**src/rtl/bcd_seg_scan.sv**
```systemverilog
// Time-multiplexed 7-segment scanner for packed BCD digits with per-frame snapshot,
// leading-zero blanking and '-' for non-BCD codes. All outputs are registered.
module bcd_seg_scan #(
    parameter int unsigned NUM_DIGITS  = 4,
    parameter int unsigned REFRESH_DIV = 50000,
    parameter bit          ACTIVE_LOW  = 1'b1,
    parameter bit          LZ_BLANK    = 1'b1
) (
    input  logic                      clk,
    input  logic                      reset,
    input  logic                      enable,
    input  logic [4*NUM_DIGITS-1:0]   digits_in,
    input  logic [NUM_DIGITS-1:0]     dp_in,
    output logic [6:0]                seg,
    output logic                      dp,
    output logic [NUM_DIGITS-1:0]     an,
    output logic                      frame_done
);

    localparam int unsigned IdxW = (NUM_DIGITS > 1) ? $clog2(NUM_DIGITS) : 1;
    localparam int unsigned CntW = $clog2(REFRESH_DIV);

    localparam logic [6:0]            SegOff = {7{ACTIVE_LOW}};
    localparam logic [NUM_DIGITS-1:0] AnOff  = {NUM_DIGITS{ACTIVE_LOW}};

    logic [CntW-1:0]           cnt_q, cnt_d;
    logic [IdxW-1:0]           idx_q, idx_d;
    logic [4*NUM_DIGITS-1:0]   snap_q, snap_d;
    logic [NUM_DIGITS-1:0]     snap_dp_q, snap_dp_d;
    logic                      first_q, first_d;
    logic [6:0]                seg_q, seg_d;
    logic                      dp_q, dp_d;
    logic [NUM_DIGITS-1:0]     an_q, an_d;
    logic                      fd_q, fd_d;

    logic                      terminal, last;
    logic [3:0]                cur_digit;
    logic                      cur_dp;
    logic                      blank;
    logic [6:0]                seg_act;
    logic [NUM_DIGITS-1:0]     an_act;

    assign terminal = (cnt_q == CntW'(REFRESH_DIV - 1));
    assign last     = (idx_q == IdxW'(NUM_DIGITS - 1));

    // Scan counters and snapshot; everything holds while disabled.
    always_comb begin
        cnt_d     = cnt_q;
        idx_d     = idx_q;
        snap_d    = snap_q;
        snap_dp_d = snap_dp_q;
        first_d   = first_q;
        fd_d      = 1'b0;
        if (enable) begin
            first_d = 1'b0;
            if (terminal) begin
                cnt_d = '0;
                idx_d = last ? '0 : idx_q + IdxW'(1);
                fd_d  = last;
            end else begin
                cnt_d = cnt_q + CntW'(1);
            end
            if (first_q || (terminal && last)) begin
                snap_d    = digits_in;
                snap_dp_d = dp_in;
            end
        end
    end

    // Current digit select, leading-zero detection and one-hot anode.
    always_comb begin
        cur_digit = 4'd0;
        cur_dp    = 1'b0;
        an_act    = '0;
        blank     = LZ_BLANK && (idx_q != '0);
        for (int i = 0; i < int'(NUM_DIGITS); i++) begin
            if (idx_q == IdxW'(i)) begin
                cur_digit = snap_q[4*i +: 4];
                cur_dp    = snap_dp_q[i];
                an_act[i] = 1'b1;
            end
            if (i >= int'(idx_q) && snap_q[4*i +: 4] != 4'd0) begin
                blank = 1'b0;
            end
        end
    end

    always_comb begin
        unique case (cur_digit)
            4'd0:    seg_act = 7'h3F;
            4'd1:    seg_act = 7'h06;
            4'd2:    seg_act = 7'h5B;
            4'd3:    seg_act = 7'h4F;
            4'd4:    seg_act = 7'h66;
            4'd5:    seg_act = 7'h6D;
            4'd6:    seg_act = 7'h7D;
            4'd7:    seg_act = 7'h07;
            4'd8:    seg_act = 7'h7F;
            4'd9:    seg_act = 7'h6F;
            default: seg_act = 7'h40;
        endcase
        if (blank) begin
            seg_act = 7'h00;
        end
    end

    always_comb begin
        seg_d = SegOff;
        dp_d  = ACTIVE_LOW;
        an_d  = AnOff;
        if (enable) begin
            seg_d = seg_act ^ SegOff;
            dp_d  = cur_dp ^ ACTIVE_LOW;
            an_d  = an_act ^ AnOff;
        end
    end

    always_ff @(posedge clk or posedge reset) begin
        if (reset) begin
            cnt_q     <= '0;
            idx_q     <= '0;
            snap_q    <= '0;
            snap_dp_q <= '0;
            first_q   <= 1'b1;
            seg_q     <= SegOff;
            dp_q      <= ACTIVE_LOW;
            an_q      <= AnOff;
            fd_q      <= 1'b0;
        end else begin
            cnt_q     <= cnt_d;
            idx_q     <= idx_d;
            snap_q    <= snap_d;
            snap_dp_q <= snap_dp_d;
            first_q   <= first_d;
            seg_q     <= seg_d;
            dp_q      <= dp_d;
            an_q      <= an_d;
            fd_q      <= fd_d;
        end
    end

    assign seg        = seg_q;
    assign dp         = dp_q;
    assign an         = an_q;
    assign frame_done = fd_q;

endmodule

```
**config.mk**
```make
export PLATFORM = sky130hd
export DESIGN_NAME = bcd_seg_scan
export DESIGN_NICKNAME = d
export VERILOG_FILES = /design/src/rtl/bcd_seg_scan.sv
export SDC_FILE = /design/constraint.sdc
export NUM_CORES = 1
export LEC_CHECK = 0
export BUFFER_PORTS_ARGS = -buffer_cell sky130_fd_sc_hd__buf_2
export CAP_MARGIN = 40
export CORE_UTILIZATION = 50
export DETAILED_ROUTE_END_ITERATION = 10
export GPL_ROUTABILITY_DRIVEN = 0
export PLACE_DENSITY = 0.81
export SKIP_CTS_REPAIR_TIMING = 1
export SYNTH_ARGS = -nofsm -noshare
export SYNTH_HDL_FRONTEND = slang
export SYNTH_SLANG_ARGS = --single-unit
```
**constraint.sdc**
```tcl
create_clock -name clk -period 5.39 [get_ports clk]
set_clock_uncertainty 0.05 [all_clocks]
set_input_delay 0.539 -clock clk [delete_from_list [all_inputs] [get_ports clk]]
set_output_delay 0.539 -clock clk [all_outputs]
set_load 0.005 [all_outputs]
```
---- Word level (Yosys, flattened, before mapping) ----
Memory sizes are Yosys's and may differ from the RTL's.
Index checks and enable logic that the tools add are counted.
operators by class
  $add $sub $neg .......................... 2
  $lt $le $gt $ge ......................... 3
  equality and inequality tests ........... 4
  muxes and demuxes ....................... 24
  bitwise logic cells ..................... 3
  reduce and logical (&&, ||, !) cells .... 13
operator list
  operator                                                          number
  2-to-1 mux 4 bit                                                  5
  adder 16 x 1 -> 16 bit, second input constant                     1
  == test 16 bit, second input constant                             1
  2-to-1 mux 16 bit                                                 1
  nonzero test 4 bit                                                4
  2-to-1 mux 1 bit                                                  15
  2-to-1 mux 7 bit                                                  2
  inverter 7 bit                                                    1
  == test 2 bit, second input constant                              2
  greater-or-equal comparator 1 x 2 -> 1 bit, first input constant  2
  logical AND 1 bit                                                 4
  inverter 4 bit                                                    1
  AND reduction 2 bit                                               2
  adder 2 x 1 -> 2 bit, second input constant                       1
  == test 2 x 1 -> 1 bit, second input constant                     1
  greater-or-equal comparator 2 bit, first input constant           1
  logical NOT 2 bit                                                 1
  2-to-1 mux 2 bit                                                  1
  nonzero test 2 bit                                                1
  logical OR 1 bit                                                  1
  inverter 1 bit                                                    1
word-level totals
  register bits ........................... 52
  ROM bits ................................ 112
  input bits .............................. 23
  output and inout bits ................... 13
  word-level logic and storage cells ...... 59
  memories kept ........................... 1
memory list
  memory            depth  width  rd ports  clocked after memory_dff  write ports  line  source
  (name not given)  16     7      1         0                         0            89    unique case (cur_digit)

---- Depth between registers and ports, before layout ----
  depth after elaboration ................. 9
  mapped depth ............................ 10

---- Least setup slack after synthesis ----
No wires, ideal clock.
  path type ............................... reg2reg
  start point ............................. register idx_q[1]
  end point ............................... register seg_q[4] (netlist: seg[4])
  arrival time ............................ 1.837 ns
  required time ........................... 5.260 ns
  setup slack ............................. 3.424 ns
  cell stages (with the launch flop) ...... 8
  buffers on the path ..................... 1
  clock period less this slack ............ 1.966 ns
  cell sequence ........................... dfrtp_1 inv_1 ha_1 buf_2 o211ai_1 o221ai_1 or3_1 o22a_1
between the ends
  cells in the longest elaborated chain, start to end .. 9
  elaborated cells on any way between the ends .. 23
  classes of those cells .................. order compare: 3; eq/ne: 3; mux: 10; bitwise: 1; reduce/logical: 5; memory: 1
ends and longest elaborated chain
  what                                                                                    line    source
  start: declaration                                                                      27      logic [IdxW-1:0] idx_q, idx_d;
  start signal: assignment                                                                131     idx_q <= idx_d;
  logical NOT 2 bit / greater-or-equal comparator 1 x 2 -> 1 bit (equally long branches)  77, 82
  2-to-1 mux 4 bit / logical AND 1 bit (equally long branches)                            77, 82
  2-to-1 mux 4 bit / 2-to-1 mux 1 bit (equally long branches) (3 in a row)                77, 82
  memory read (16 x 7 bit) / 2-to-1 mux 1 bit (equally long branches)                     --
  2-to-1 mux 7 bit *                                                                      102     if (blank) begin
  inverter 7 bit (no source line) *                                                       --
  2-to-1 mux 7 bit *                                                                      111     if (enable) begin
  named net seg_d[4]                                                                      31      logic [6:0] seg_q, seg_d;
  end signal: assignment                                                                  125     seg_q <= SegOff;
  end signal: assignment                                                                  135     seg_q <= seg_d;
  end: declaration                                                                        31
Mark *: on every way through the listed nets, which the timed path passes. The rest lies on a longest branch.
A chain may end at the register's enable or synchronous reset.

---- Final worst setup path ----
  start point ............................. register idx_q[0]
  end point ............................... register seg_q[3] (netlist: seg[3])
The elaborated chain is that of the path after synthesis.

==> flow_metrics.py <==
metrics = {
    "placed_design": {
        "dp_hpwl_mm": 3.34,
        "port-buffer-count": 35,
        "post-place-ws_ns": 3.13,
    },
    "yosys": {
        "synth_area_per_cell_um2": 12.0,
        "synth_ff_type": "dfrtp_1",
        "yosysUniqueCellTypes": 42,
        "synth_nets": 250,
        "synth-seq-cells": 52,
        "synth_edf_count": 0,
        "synth_warnings": 0,
        "synth-seq-area-share_pct": 51.0,
        "ys_async_sr_fraction_pct": 100,
        "synthCells": 216,
        "syn_area_um2": 2580,
    },
    "timing": {
        "setup_ws_ns": 3.05,
        "drv_slew": 0,
        "relSlewSlack_pct": 58.8,
        "setup_viol": 0,
        "fmax_ghz": 0.428,
        "worstMarginPinSlew_ns": 0.618,
        "hold_violations": 0,
        "tns_ns": 0,
        "fin_crit_ns": 2.34,
        "grt_setup_unrepaired": "false",
        "fin_crit_sh_pct": 43.4,
    },
    "critical_path": {
        "crit_type": "reg2reg",
        "critical-path-top-delay-family": "compound AO/OA/AOI/OAI gates",
        "worstPathMaxFanout": 6,
        "cp-startpoint": "idx_q[0]$_DFFE_PP0P_",
        "critical_path.startpoint_type": "flip-flop",
        "r2r-start": "idx_q[0]$_DFFE_PP0P_",
        "max_stage_delay_ns": 0.43,
        "crit_required_ns": 5.57,
        "endpoint_kind": "flip-flop",
        "crit_path_cell_trace": "inv_1, ha_1, nor2_1, o211ai_1, o211ai_1, inv_1, ha_1, mux2i_1, a2bb2oi_1",
        "reg2reg_depth": 9,
        "path_buf_inv": 2,
        "slowest_stage": "dfrtp_1",
        "worst-path-stages": 9,
        "cp.arrival_ns": 2.52,
    },
    "run": {
        "drv_cap": 0,
    },
    "grt": {
        "grt_max_degree": 39,
        "grt_first_pass_wirelength_mm": 7.88,
        "overflow": 0,
        "antenna_found_initial": 0,
        "grt_pass1_vias": 1718,
        "grtUsageTotal_pct": 19.1,
    },
    "route": {
        "routedWlPerCell_um": 14.2,
        "first_pass_iters": 4,
        "drc": 0,
        "vias_per_cell": 5.31,
        "ant_nets": 0,
        "via_count": 1714,
        "wl_mm": 4.57,
        "initialDrtViolationCount": 104,
    },
    "power": {
        "power-per-cell-area_nw_per_um2": 280,
        "p_int_uw": 639,
        "leakagePower_uw": 0.00140,
        "seqPwrFrac_pct": 54.1,
        "ir_drop_mv": 0.148,
        "power.share.clock_pct": 36.9,
        "combPwrFrac_pct": 9.0,
        "p_sw_uw": 193,
        "switching_share_pct": 23.2,
    },
    "run_status": {
        "status": "finished, final reports clean",
    },
    "floorplan": {
        "die_h_um": 73.9,
        "rows": 25,
        "die_area_um2": 5460,
        "core-area_um2": 4850,
        "start_util_pct": 53.3,
        "die_w_um": 73.9,
        "io_pins": 36,
    },
    "finish": {
        "drive_gt1_share_pct": 32.8,
        "antennaDiodeCount": 0,
        "nets": 289,
        "syn2layout_area_growth_pct": 15.0,
    },
    "clocking": {
        "htreeDepth": 2,
        "clk_latency_ns": 0.30,
        "cts_tree": "built",
        "clk_path_buf_depth": 2,
        "cts_buffers": 5,
        "root_buffer": "clkbuf_8",
        "cts_num_sinks": 52,
        "path_clk_slew_ns": 0.09,
    },
    "worst_hold_path": {
        "hp-class": "in2async",
    },
}
-- kinds of logic after synthesis --
logic type | after synthesis | synth area share (%)
compound gates | 26 | 7.26
xor+xnor | 15 | 5.08
fa+ha+maj | 11 | 5.33
buf+inv | 14 | 2.71
flops | 52 | 51.0
mux | 25 | 13.6
simple gates | 73 | 15.1
-- through the flow --
step	area (um2)	instances	total power, uW	util [%]	hold slack (ns)
global placement	2810	313	525	58.0	0.429
detailed placement	2840	315	532	58.5	0.434
floorplan	2580	216	504	-	0.415
finish	2970	323	832	61.3	0.137
CTS	2970	323	844	61.3	0.135
global route	2970	323	871	61.3	0.151
-- cells in the mapped netlist, types with 2 or more instances --
cell type	number	area, um2
a21o_1	2	15.0
a21oi_1	4	20.0
a2bb2oi_1	2	17.5
and3_1	3	18.8
and4_1	2	17.5
buf_2	2	10.0
buf_6	2	22.5
dfrtp_1	39	976
dfstp_2	13	342
ha_1	11	138
inv_1	8	30.0
mux2_4	20	300
mux2i_1	5	50.1
nand2_1	21	78.8
nand3_1	6	30.0
nand3b_1	3	22.5
nand4_1	6	37.5
nor2_1	16	60.1
nor2b_1	2	12.5
nor3_1	2	10.0
nor4_1	3	18.8
nor4_2	2	25.0
o211ai_1	5	37.5
o21ai_0	5	25.0
o22a_1	2	17.5
xnor2_1	11	96.3
xor2_1	4	35.0
-- flip-flops by register name, summed over array words and instances (netlist names) --
signal      flops
an              4
cnt_q          16
dp              1
first_q         1
frame_done      1
idx_q           2
seg             7
snap_dp_q       4
snap_q         16
-- power groups by stage --
stage	Clock, uW	Sequential [uW]	Combinational (uW)
finish	307	450	74.9
global route	332	454	85.1
CTS	318	450	76.2
detailed placement	0	457	75.1
global placement	0	455	70.4
floorplan	0	448	55.6
-- final timing paths --
check	end	slack (ns)
max	seg[3]$_DFF_PP1_	3.05
min	cnt_q[12]$_DFFE_PP0P_	0.14
max reg2reg	seg[3]$_DFF_PP1_	3.05
min reg2reg	first_q$_DFFE_PP1P_	0.45
max in group asynchronous	an[1]$_DFF_PP1_	4.60
min in group clk	snap_q[9]$_DFFE_PP0P_	0.41
-- layout by cell type, fill, tap and decap left out, types with 4 or more instances in the layout --
cell type  instances
dfrtp_1           39
buf_2             35
nand2_1           21
mux2_4            20
nor2_1            16
dfstp_2           13
xnor2_1           11
ha_1              11
inv_1              7
nand3_1            6
nand4_1            6
o21ai_0            5
mux2i_1            5
o211ai_1           5
clkbuf_8           5
xor2_1             4
a21oi_1            4
-- cell type report --
| cell class | instances | area (um2) |
|---|---|---|
| flip-flops and latches | 52 | 1320 |
| repair buffers | 38 | 210 |
| fillers | 386 | 1880 |
| inverters | 8 | 30.0 |
| clock buffers | 6 | 72.6 |
| well taps | 67 | 83.8 |
| multi-input cells | 150 | 1200 |
| clock inverters | 2 | 60.1 |
-- per-layer routing --
layer,share of wire [%],vias to the layer above,GRT usage [%]
li1,-,836,-
met1,46,830,26.0
met2,49,43,31.2
met3,4.2,5,4.12
met4,0.96,0,4.49
met5,0,-,0
(Power assumes the default switching activity.)
